--- config.mk ---
export PLATFORM = sky130hd
export DESIGN_NAME = ex_mem_pipe_reg
export DESIGN_NICKNAME = d
export VERILOG_FILES = /design/src/rtl/ex_mem_pipe_reg.sv
export SDC_FILE = /design/constraint.sdc
export NUM_CORES = 1
export LEC_CHECK = 0
export BUFFER_PORTS_ARGS = -buffer_cell sky130_fd_sc_hd__buf_4
export CAP_MARGIN = 10
export CORE_ASPECT_RATIO = 0.7
export CORE_UTILIZATION = 39
export CTS_CLUSTER_SIZE = 28
export DETAILED_ROUTE_END_ITERATION = 6
export PLACE_DENSITY_LB_ADDON = 0.2
export SYNTH_ARGS = -nofsm -noshare
export SYNTH_HDL_FRONTEND = slang
export SYNTH_SLANG_ARGS = --single-unit
--- constraint.sdc ---
create_clock -name i_clk -period 1.94 [get_ports i_clk]
set_input_delay 0.388 -clock i_clk [delete_from_list [all_inputs] [get_ports i_clk]]
set_output_delay 0.388 -clock i_clk [all_outputs]
set_load 0.01 [all_outputs]
--- src/rtl/ex_mem_pipe_reg.sv ---
// ex_mem_pipe_reg: EX->MEM pipeline register with a valid/ready handshake.
// It holds the EX-stage result, the store data, PC+4 and the write-back
// controls for the MEM stage. The forwarding unit also reads the *_MEM
// control outputs directly, so regwrite, memread and memwrite are gated
// with o_valid_MEM. A bubble therefore never looks like a register write.
//
// Optional feature: `define SKID_BUFFER_EN adds a second (skid) entry.
//   - o_ready_EX then comes straight from a register.
//   - The block sustains full throughput with up to 2 entries in flight.
// Default build (macro undefined): one entry only.
//   - o_ready_EX is combinational from i_ready_MEM.
//
// Ports:
//   i_clk, i_rst          clock; synchronous active-high reset
//   i_flush               drop every held entry (redirect)
//   i_valid_EX/o_ready_EX EX-side handshake
//   i_*_EX                payload: alu result, store data, pc+4, rd, ctrl[8:0]
//                         ctrl = {regwrite,memtoreg,memread,memwrite,wb,slt,jump,funct3[1:0]}
//   o_valid_MEM/i_ready_MEM MEM-side handshake
//   o_*_MEM               held payload and decoded control bits
module ex_mem_pipe_reg #(
    parameter int XLEN = 32
) (
    input  logic            i_clk,
    input  logic            i_rst,
    input  logic            i_flush,
    input  logic            i_valid_EX,
    output logic            o_ready_EX,
    input  logic [XLEN-1:0] i_alu_result_EX,
    input  logic [XLEN-1:0] i_rs2_data_EX,
    input  logic [XLEN-1:0] i_pc4_EX,
    input  logic [4:0]      i_write_reg_EX,
    input  logic [8:0]      i_ctrl_EX,
    output logic            o_valid_MEM,
    input  logic            i_ready_MEM,
    output logic [XLEN-1:0] o_alu_result_MEM,
    output logic [XLEN-1:0] o_rs2_data_MEM,
    output logic [XLEN-1:0] o_pc4_MEM,
    output logic [4:0]      o_write_reg_MEM,
    output logic            o_regwrite_MEM,
    output logic            o_memtoreg_MEM,
    output logic            o_memread_MEM,
    output logic            o_memwrite_MEM,
    output logic            o_wb_MEM,
    output logic            o_slt_MEM,
    output logic            o_jump_MEM,
    output logic [1:0]      o_funct3_MEM
);

    typedef struct packed {
        logic [XLEN-1:0] alu;
        logic [XLEN-1:0] rs2;
        logic [XLEN-1:0] pc4;
        logic [4:0]      rd;
        logic [8:0]      ctrl;
    } entry_t;

    entry_t in_ent;
    entry_t m_q;
    logic   m_vld;
    logic   m_vld_n;
    logic   m_load;
    logic   accept;
    logic   emit;

    assign in_ent = '{alu: i_alu_result_EX, rs2: i_rs2_data_EX, pc4: i_pc4_EX,
                      rd: i_write_reg_EX, ctrl: i_ctrl_EX};

    assign accept = i_valid_EX & o_ready_EX;
    assign emit   = m_vld & i_ready_MEM;

`ifdef SKID_BUFFER_EN
    entry_t s_q;
    logic   s_vld;
    logic   s_vld_n;
    logic   s_load;
    logic   m_from_s;

    // The decision depends only on S occupancy, so i_ready_MEM never
    // reaches EX combinationally.
    assign o_ready_EX = !s_vld & !i_rst;

    always_comb begin
        m_load   = 1'b0;
        m_from_s = 1'b0;
        s_load   = 1'b0;
        m_vld_n  = m_vld;
        s_vld_n  = s_vld;
        if (i_flush) begin
            m_vld_n = 1'b0;
            s_vld_n = 1'b0;
        end else if (emit) begin
            // When S is valid, ready is low, so no accept can arrive.
            if (s_vld) begin
                m_load   = 1'b1;
                m_from_s = 1'b1;
                m_vld_n  = 1'b1;
                s_vld_n  = 1'b0;
            end else if (accept) begin
                m_load  = 1'b1;
                m_vld_n = 1'b1;
            end else begin
                m_vld_n = 1'b0;
            end
        end else if (accept) begin
            if (!m_vld) begin
                m_load  = 1'b1;
                m_vld_n = 1'b1;
            end else begin
                s_load  = 1'b1;
                s_vld_n = 1'b1;
            end
        end
    end

    always_ff @(posedge i_clk) begin
        if (i_rst) begin
            m_vld <= 1'b0;
            s_vld <= 1'b0;
            m_q   <= '0;
            s_q   <= '0;
        end else begin
            m_vld <= m_vld_n;
            s_vld <= s_vld_n;
            if (m_load) m_q <= m_from_s ? s_q : in_ent;
            if (s_load) s_q <= in_ent;
        end
    end
`else
    assign o_ready_EX = (!m_vld | i_ready_MEM) & !i_rst;

    // An accept is only possible when M is empty or is draining this cycle.
    always_comb begin
        m_load  = 1'b0;
        m_vld_n = m_vld;
        if (i_flush) begin
            m_vld_n = 1'b0;
        end else if (accept) begin
            m_load  = 1'b1;
            m_vld_n = 1'b1;
        end else if (emit) begin
            m_vld_n = 1'b0;
        end
    end

    always_ff @(posedge i_clk) begin
        if (i_rst) begin
            m_vld <= 1'b0;
            m_q   <= '0;
        end else begin
            m_vld <= m_vld_n;
            if (m_load) m_q <= in_ent;
        end
    end
`endif

    assign o_valid_MEM      = m_vld;
    assign o_alu_result_MEM = m_q.alu;
    assign o_rs2_data_MEM   = m_q.rs2;
    assign o_pc4_MEM        = m_q.pc4;
    assign o_write_reg_MEM  = m_q.rd;
    // Gate the bits the forwarding and hazard logic match on.
    assign o_regwrite_MEM   = m_q.ctrl[8] & m_vld;
    assign o_memtoreg_MEM   = m_q.ctrl[7];
    assign o_memread_MEM    = m_q.ctrl[6] & m_vld;
    assign o_memwrite_MEM   = m_q.ctrl[5] & m_vld;
    assign o_wb_MEM         = m_q.ctrl[4];
    assign o_slt_MEM        = m_q.ctrl[3];
    assign o_jump_MEM       = m_q.ctrl[2];
    assign o_funct3_MEM     = m_q.ctrl[1:0];

endmodule

==> results.py, run 1 <==
metrics = {
    "sta": {
        "rsz0062_at_grt": "false",
        "maxSlewHeadroom_pct": 69.4,
        "fin_setup_tns_ns": 0,
        "fin_crit_sh_pct": 82.7,
        "layout_min_cycle_time_ns": 1.60,
        "slew_viol_final": 0,
        "setup_ws_ns": 0.335,
        "finClkSkew_ns": 0.00497,
        "hold_violations": 0,
        "max_freq_mhz": 623,
        "tightest_slew_ns": 0.459,
        "setup_viol": 0,
    },
    "detailed_routing": {
        "avgRoutedWirePerCell_microns": 14.5,
        "met2_length_mm": 5.68,
        "wl_met3_mm": 1.25,
        "dr.pass1.iters": 4,
        "wl_mm": 12.9,
        "routedLengthMet1_mm": 5.86,
        "vias": 4348,
        "routed.top_layer": "met4",
        "drc": 0,
        "post_drt_via_cell_ratio": 4.88,
        "first_iter_violations": 247,
        "ant_nets": 0,
    },
    "yosys": {
        "synth.distinct_cells": 14,
        "netlist_instances": 613,
        "ys_seq_area_share_pct": 40.3,
        "yosysTopAreaCellShare_pct": 40.3,
        "syn-num-nets": 728,
        "avgSynthCellArea_sq_um": 9.01,
        "yosysTopAreaCell": "dfxtp_1",
        "ys_top_cells_by_area": "dfxtp_1 40%, a31o_1 14%, buf_4 14%, nand2b_1 13%, a21oi_1 10%",
        "ys_warn_count": 0,
        "ys_seq_elements": 111,
        "synthesis.area_sq_um": 5520,
    },
    "floorplan": {
        "core_area_sq_um": 13500,
        "die_width_microns": 144,
        "dieHeight_microns": 102,
        "start_util_pct": 40.9,
        "ios": 227,
        "dieArea_sq_um": 14600,
        "std_cell_rows": 35,
    },
    "clock_network": {
        "cts_setup_buffers": 0,
        "h-tree-depth": 3,
        "cts-root-buf": "clkbuf_16",
        "clock_latency_ns": 0.34,
        "hold_buffers": 0,
        "clk_pin_slew_ns": 0.07,
        "cts_made_buffers": 9,
        "cts_resized": 0,
        "cts_tree": "built",
        "cts_sinks": 111,
        "clockBufferDepth": 2,
    },
    "layout": {
        "layout-drive-gt1-share_pct": 39.4,
        "diodes": 0,
        "fin_area_sq_um": 6910,
        "layout_commonest_cell": "buf_4",
        "mostFrequentLayoutCells": "232 x buf_4, 111 x dfxtp_1, 110 x nand2b_1, 110 x a21oi_1, 90 x a31o_1",
        "nets": 816,
        "area_delta_synth_final_pct": 25.2,
    },
    "critical_path": {
        "startpoint_type": "flip-flop",
        "slowest_stage": "dfxtp_1",
        "critPathArrivalTime_ns": 1.22,
        "endpoint_kind": "output port",
        "max_stage_delay_ns": 0.47,
        "path_buf_inv": 1,
        "path_class": "reg2out",
        "cp_data_required_time_ns": 1.55,
        "path_cells": "nor2b_1 -> nor2_1 -> buf_4",
        "cp_top_family": "flip-flops",
        "worst-path-max-fanout": 6,
    },
    "global_routing": {
        "grt-ovfl-total": 0,
        "grt_pass1_vias": 3933,
        "antenna_found_initial": 0,
        "grt_max_degree": 113,
        "track_usage_pct": 16.7,
        "grt_pass1_wl_mm": 19.5,
    },
    "flow_run": {
        "maxCapViolCount": 0,
    },
    "placement": {
        "port_buffers": 226,
        "dp_slack_ns": 0.261,
        "hpwl_mm": 8.80,
        "place_area_sq_um": 6630,
        "place.gp.congestion": 0.708,
    },
    "power": {
        "vdd.ir_drop.worst_v": 0.000385,
        "powerDensity_nw_per_um2": 728,
        "cellLeakagePower_nw": 3.04,
    },
    "min_path": {
        "holdCritPathClass": "in2reg",
    },
    "outcome": {
        "status": "finished, final reports clean",
    },
}
## sequential cells by signal (all words and copies together), names as in the netlist
name	count
o_alu_result_MEM	32
o_pc4_MEM	32
o_rs2_data_MEM	32
o_write_reg_MEM	5
m_q	3
o_funct3_MEM	2
o_jump_MEM	1
o_memtoreg_MEM	1
o_slt_MEM	1
o_valid_MEM	1
o_wb_MEM	1
## cell type report
type | instances | area [sq um]
sequential | 111 | 2220
fill | 1293 | 6580
clock inverter | 6 | 43.8
tap | 185 | 231
multi-input combinational | 339 | 2270
clock buffer | 10 | 239
timing repair buffer | 240 | 1900
## final timing paths
path                       from                 end  slack [ns]  cells past startpoint
max reg2reg         o_valid_MEM       o_pc4_MEM[16]        0.53                      4
min                     i_flush         o_valid_MEM        0.24                      2
max                 o_valid_MEM          o_ready_EX        0.34                      3
min reg2reg  o_rs2_data_MEM[26]  o_rs2_data_MEM[26]        0.61                      3
## cell families after synthesis
family / Yosys count / share of synthesized area [%]
flip-flops: 111 / 40.3
buffers and inverters: 163 / 18.8
AO/OA/AOI/OAI: 220 / 27.4
AND/OR/NAND/NOR: 119 / 13.5
## layer usage
| metal | track usage (%) | up-vias |
|---|---|---|
| met4 | 4.29 | 0 |
| met1 | 21.2 | 1997 |
| met5 | 0 | - |
| met2 | 26.5 | 139 |
| met3 | 6.86 | 8 |
| li1 | - | 2204 |
## report_power, final
group / total [mW] / switching, mW / internal [mW]
Sequential: 2.47 / 0.0681 / 2.40
Clock: 1.77 / 0.854 / 0.915
Combinational: 0.793 / 0.327 / 0.466
Total: 5.03 / 1.25 / 3.78
## Yosys cell counts
cell	instances
clkbuf_1	26
a21oi_1	110
buf_4	103
buf_2	33
dfxtp_1	111
a31o_1	90
nand2b_1	111
nor3_1	1
nor3b_2	1
a31o_2	20
buf_1	1
nor2b_1	1
nor2_1	2
and2_1	3
## stage by stage
stage	utilization [%]	cells	power [mW]	hold slack [ns]
6_report	51.2	891	5.03	0.239
5_1_grt	51.2	891	5.27	0.223
2_1_floorplan	-	613	3.02	0.465
3_5_place_dp	49.1	875	3.32	0.589
3_3_place_gp	49.1	875	3.30	0.586
4_1_cts	51.2	891	5.11	0.220
(Power assumes the default switching activity.)
==> inputs of run 2 (changes only) <==
==> constraint.sdc (replaced) <==
create_clock -name i_clk -period 1.6 [get_ports i_clk]
set_input_delay 0.32 -clock i_clk [delete_from_list [all_inputs] [get_ports i_clk]]
set_output_delay 0.32 -clock i_clk [all_outputs]
set_load 0.01 [all_outputs]
==> results.py, run 2 (same netlist as run 1, synthesis figures left out) <==
metrics = {
    "placement": {
        "hpwl_mm": 8.86,
        "port_buffers": 226,
        "place.gp.congestion": 0.724,
        "placedCellCount": 877,
        "dp_slack_ns": 0.0709,
    },
    "layout": {
        "layout-drive-gt1-share_pct": 39.6,
        "final_util_pct": 51.6,
        "nets": 818,
        "layout_commonest_cell": "buf_4",
        "stdcell_count": 892,
        "diodes": 0,
        "fillers": 1317,
        "mostFrequentLayoutCells": "232 x buf_4, 110 x nand2b_1, 110 x a21oi_1, 110 x dfxtp_1, 90 x a31o_1",
        "area_delta_synth_final_pct": 26.1,
    },
    "clock_network": {
        "clockBufferDepth": 2,
        "cts_tree": "built",
        "clock_latency_ns": 0.35,
        "cts-root-buf": "clkbuf_16",
        "h-tree-depth": 3,
        "clk_pin_slew_ns": 0.07,
        "hold_buffers": 0,
        "cts_setup_buffers": 0,
        "cts_sinks": 111,
        "cts_made_buffers": 9,
    },
    "power": {
        "vdd.ir_drop.worst_v": 0.000486,
        "p_int_mw": 4.70,
        "swShare_pct": 24.3,
        "cellLeakagePower_nw": 3.06,
        "powerDensity_nw_per_um2": 893,
        "power_frac_comb_pct": 15.5,
        "clockPowerShare_pct": 36.2,
        "power.switching_mw": 1.51,
        "seqPwrFrac_pct": 48.2,
    },
    "global_routing": {
        "grt_max_degree": 113,
        "track_usage_pct": 16.5,
        "grt_pass1_vias": 3888,
        "antenna_found_initial": 0,
        "grt-ovfl-total": 0,
        "grt_pass1_wl_mm": 19.1,
    },
    "critical_path": {
        "max_stage_delay_ns": 0.40,
        "startpoint_type": "flip-flop",
        "path_cells": "nor2b_1 -> nor2_1 -> buf_4",
        "endpoint_kind": "output port",
        "path_buf_inv": 1,
        "slowest_stage": "dfxtp_2",
        "critPathArrivalTime_ns": 1.14,
        "cp_top_family": "flip-flops",
        "cp_data_required_time_ns": 1.28,
        "worst-path-max-fanout": 6,
        "path_class": "reg2out",
    },
    "sta": {
        "tightest_slew_ns": 0.371,
        "fin_setup_tns_ns": 0,
        "setup_ws_ns": 0.145,
        "slew_viol_final": 0,
        "maxSlewHeadroom_pct": 75.3,
        "setup_viol": 0,
        "max_freq_mhz": 687,
        "hold_ws_ns": 0.164,
        "rsz0062_at_grt": "false",
        "finClkSkew_ns": 0.00831,
        "fin_crit_sh_pct": 91.0,
        "layout_min_cycle_time_ns": 1.46,
        "hold_violations": 0,
    },
    "detailed_routing": {
        "dr.pass1.iters": 4,
        "vias": 4295,
        "post_drt_via_cell_ratio": 4.82,
        "first_iter_violations": 144,
        "ant_nets": 0,
        "drc": 0,
        "avgRoutedWirePerCell_microns": 14.3,
        "wl_mm": 12.7,
    },
    "floorplan": {
        "dieHeight_microns": 102,
        "std_cell_rows": 35,
        "start_util_pct": 40.9,
        "core_area_sq_um": 13500,
        "dieArea_sq_um": 14600,
        "ios": 227,
        "die_width_microns": 144,
    },
    "flow_run": {
        "maxCapViolCount": 0,
    },
    "outcome": {
        "status": "finished, final reports clean",
    },
    "min_path": {
        "holdCritPathClass": "in2reg",
    },
}
==> run 2: area by class of cell <==
cell class | count | area, sq um | area share, %
Multi-Input combinational cell | 339 | 2270 | 32.6
Sequential cell | 111 | 2220 | 31.9
Timing Repair Buffer | 242 | 1940 | 27.9
Tap cell | 185 | 231 | 3.32
Clock buffer | 9 | 225 | 3.23
Clock inverter | 6 | 68.8 | 0.988
==> run 2: through the flow <==
| step | instance area [sq um] | total power, mW |
|---|---|---|
| finish | 6960 | 6.22 |
| global route | 6960 | 6.50 |
| CTS | 6960 | 6.31 |
| detailed placement | 6670 | 4.04 |
| global placement | 6670 | 4.01 |
| floorplan | 5520 | 3.67 |
==> run 2: worst paths after layout <==
check                    start           end  slack [ns]  cells past startpoint
setup / recovery   o_valid_MEM    o_ready_EX        0.14                      3
hold / removal         i_flush   o_valid_MEM        0.16                      2
setup reg to reg   o_valid_MEM  o_pc4_MEM[5]        0.28                      4
hold reg to reg   o_pc4_MEM[0]  o_pc4_MEM[0]        0.61                      3
==> run 2: metal layers <==
| layer | share of wire (%) | GRT usage (%) | up-vias |
|---|---|---|---|
| li1 | - | - | 2209 |
| met1 | 45 | 20.4 | 1919 |
| met2 | 45 | 26.6 | 154 |
| met3 | 9.1 | 6.24 | 13 |
| met4 | 1.3 | 4.86 | 0 |
| met5 | 0 | 0 | - |
==> run 2: timing repair <==
action	CTS	global route
endpoints found under the setup margin	0	1
hold endpoints to repair	0	0
resized for setup	0	1
==> run 2: power by group through the flow <==
| stage | Combinational [mW] | Clock, mW | Sequential, mW |
|---|---|---|---|
| 2_1_floorplan | 0.628 | 0 | 3.04 |
| 3_3_place_gp | 0.959 | 0 | 3.05 |
| 3_5_place_dp | 0.977 | 0 | 3.06 |
| 4_1_cts | 0.980 | 2.34 | 3.00 |
| 5_1_grt | 1.05 | 2.43 | 3.01 |
| 6_report | 0.967 | 2.25 | 3.00 |
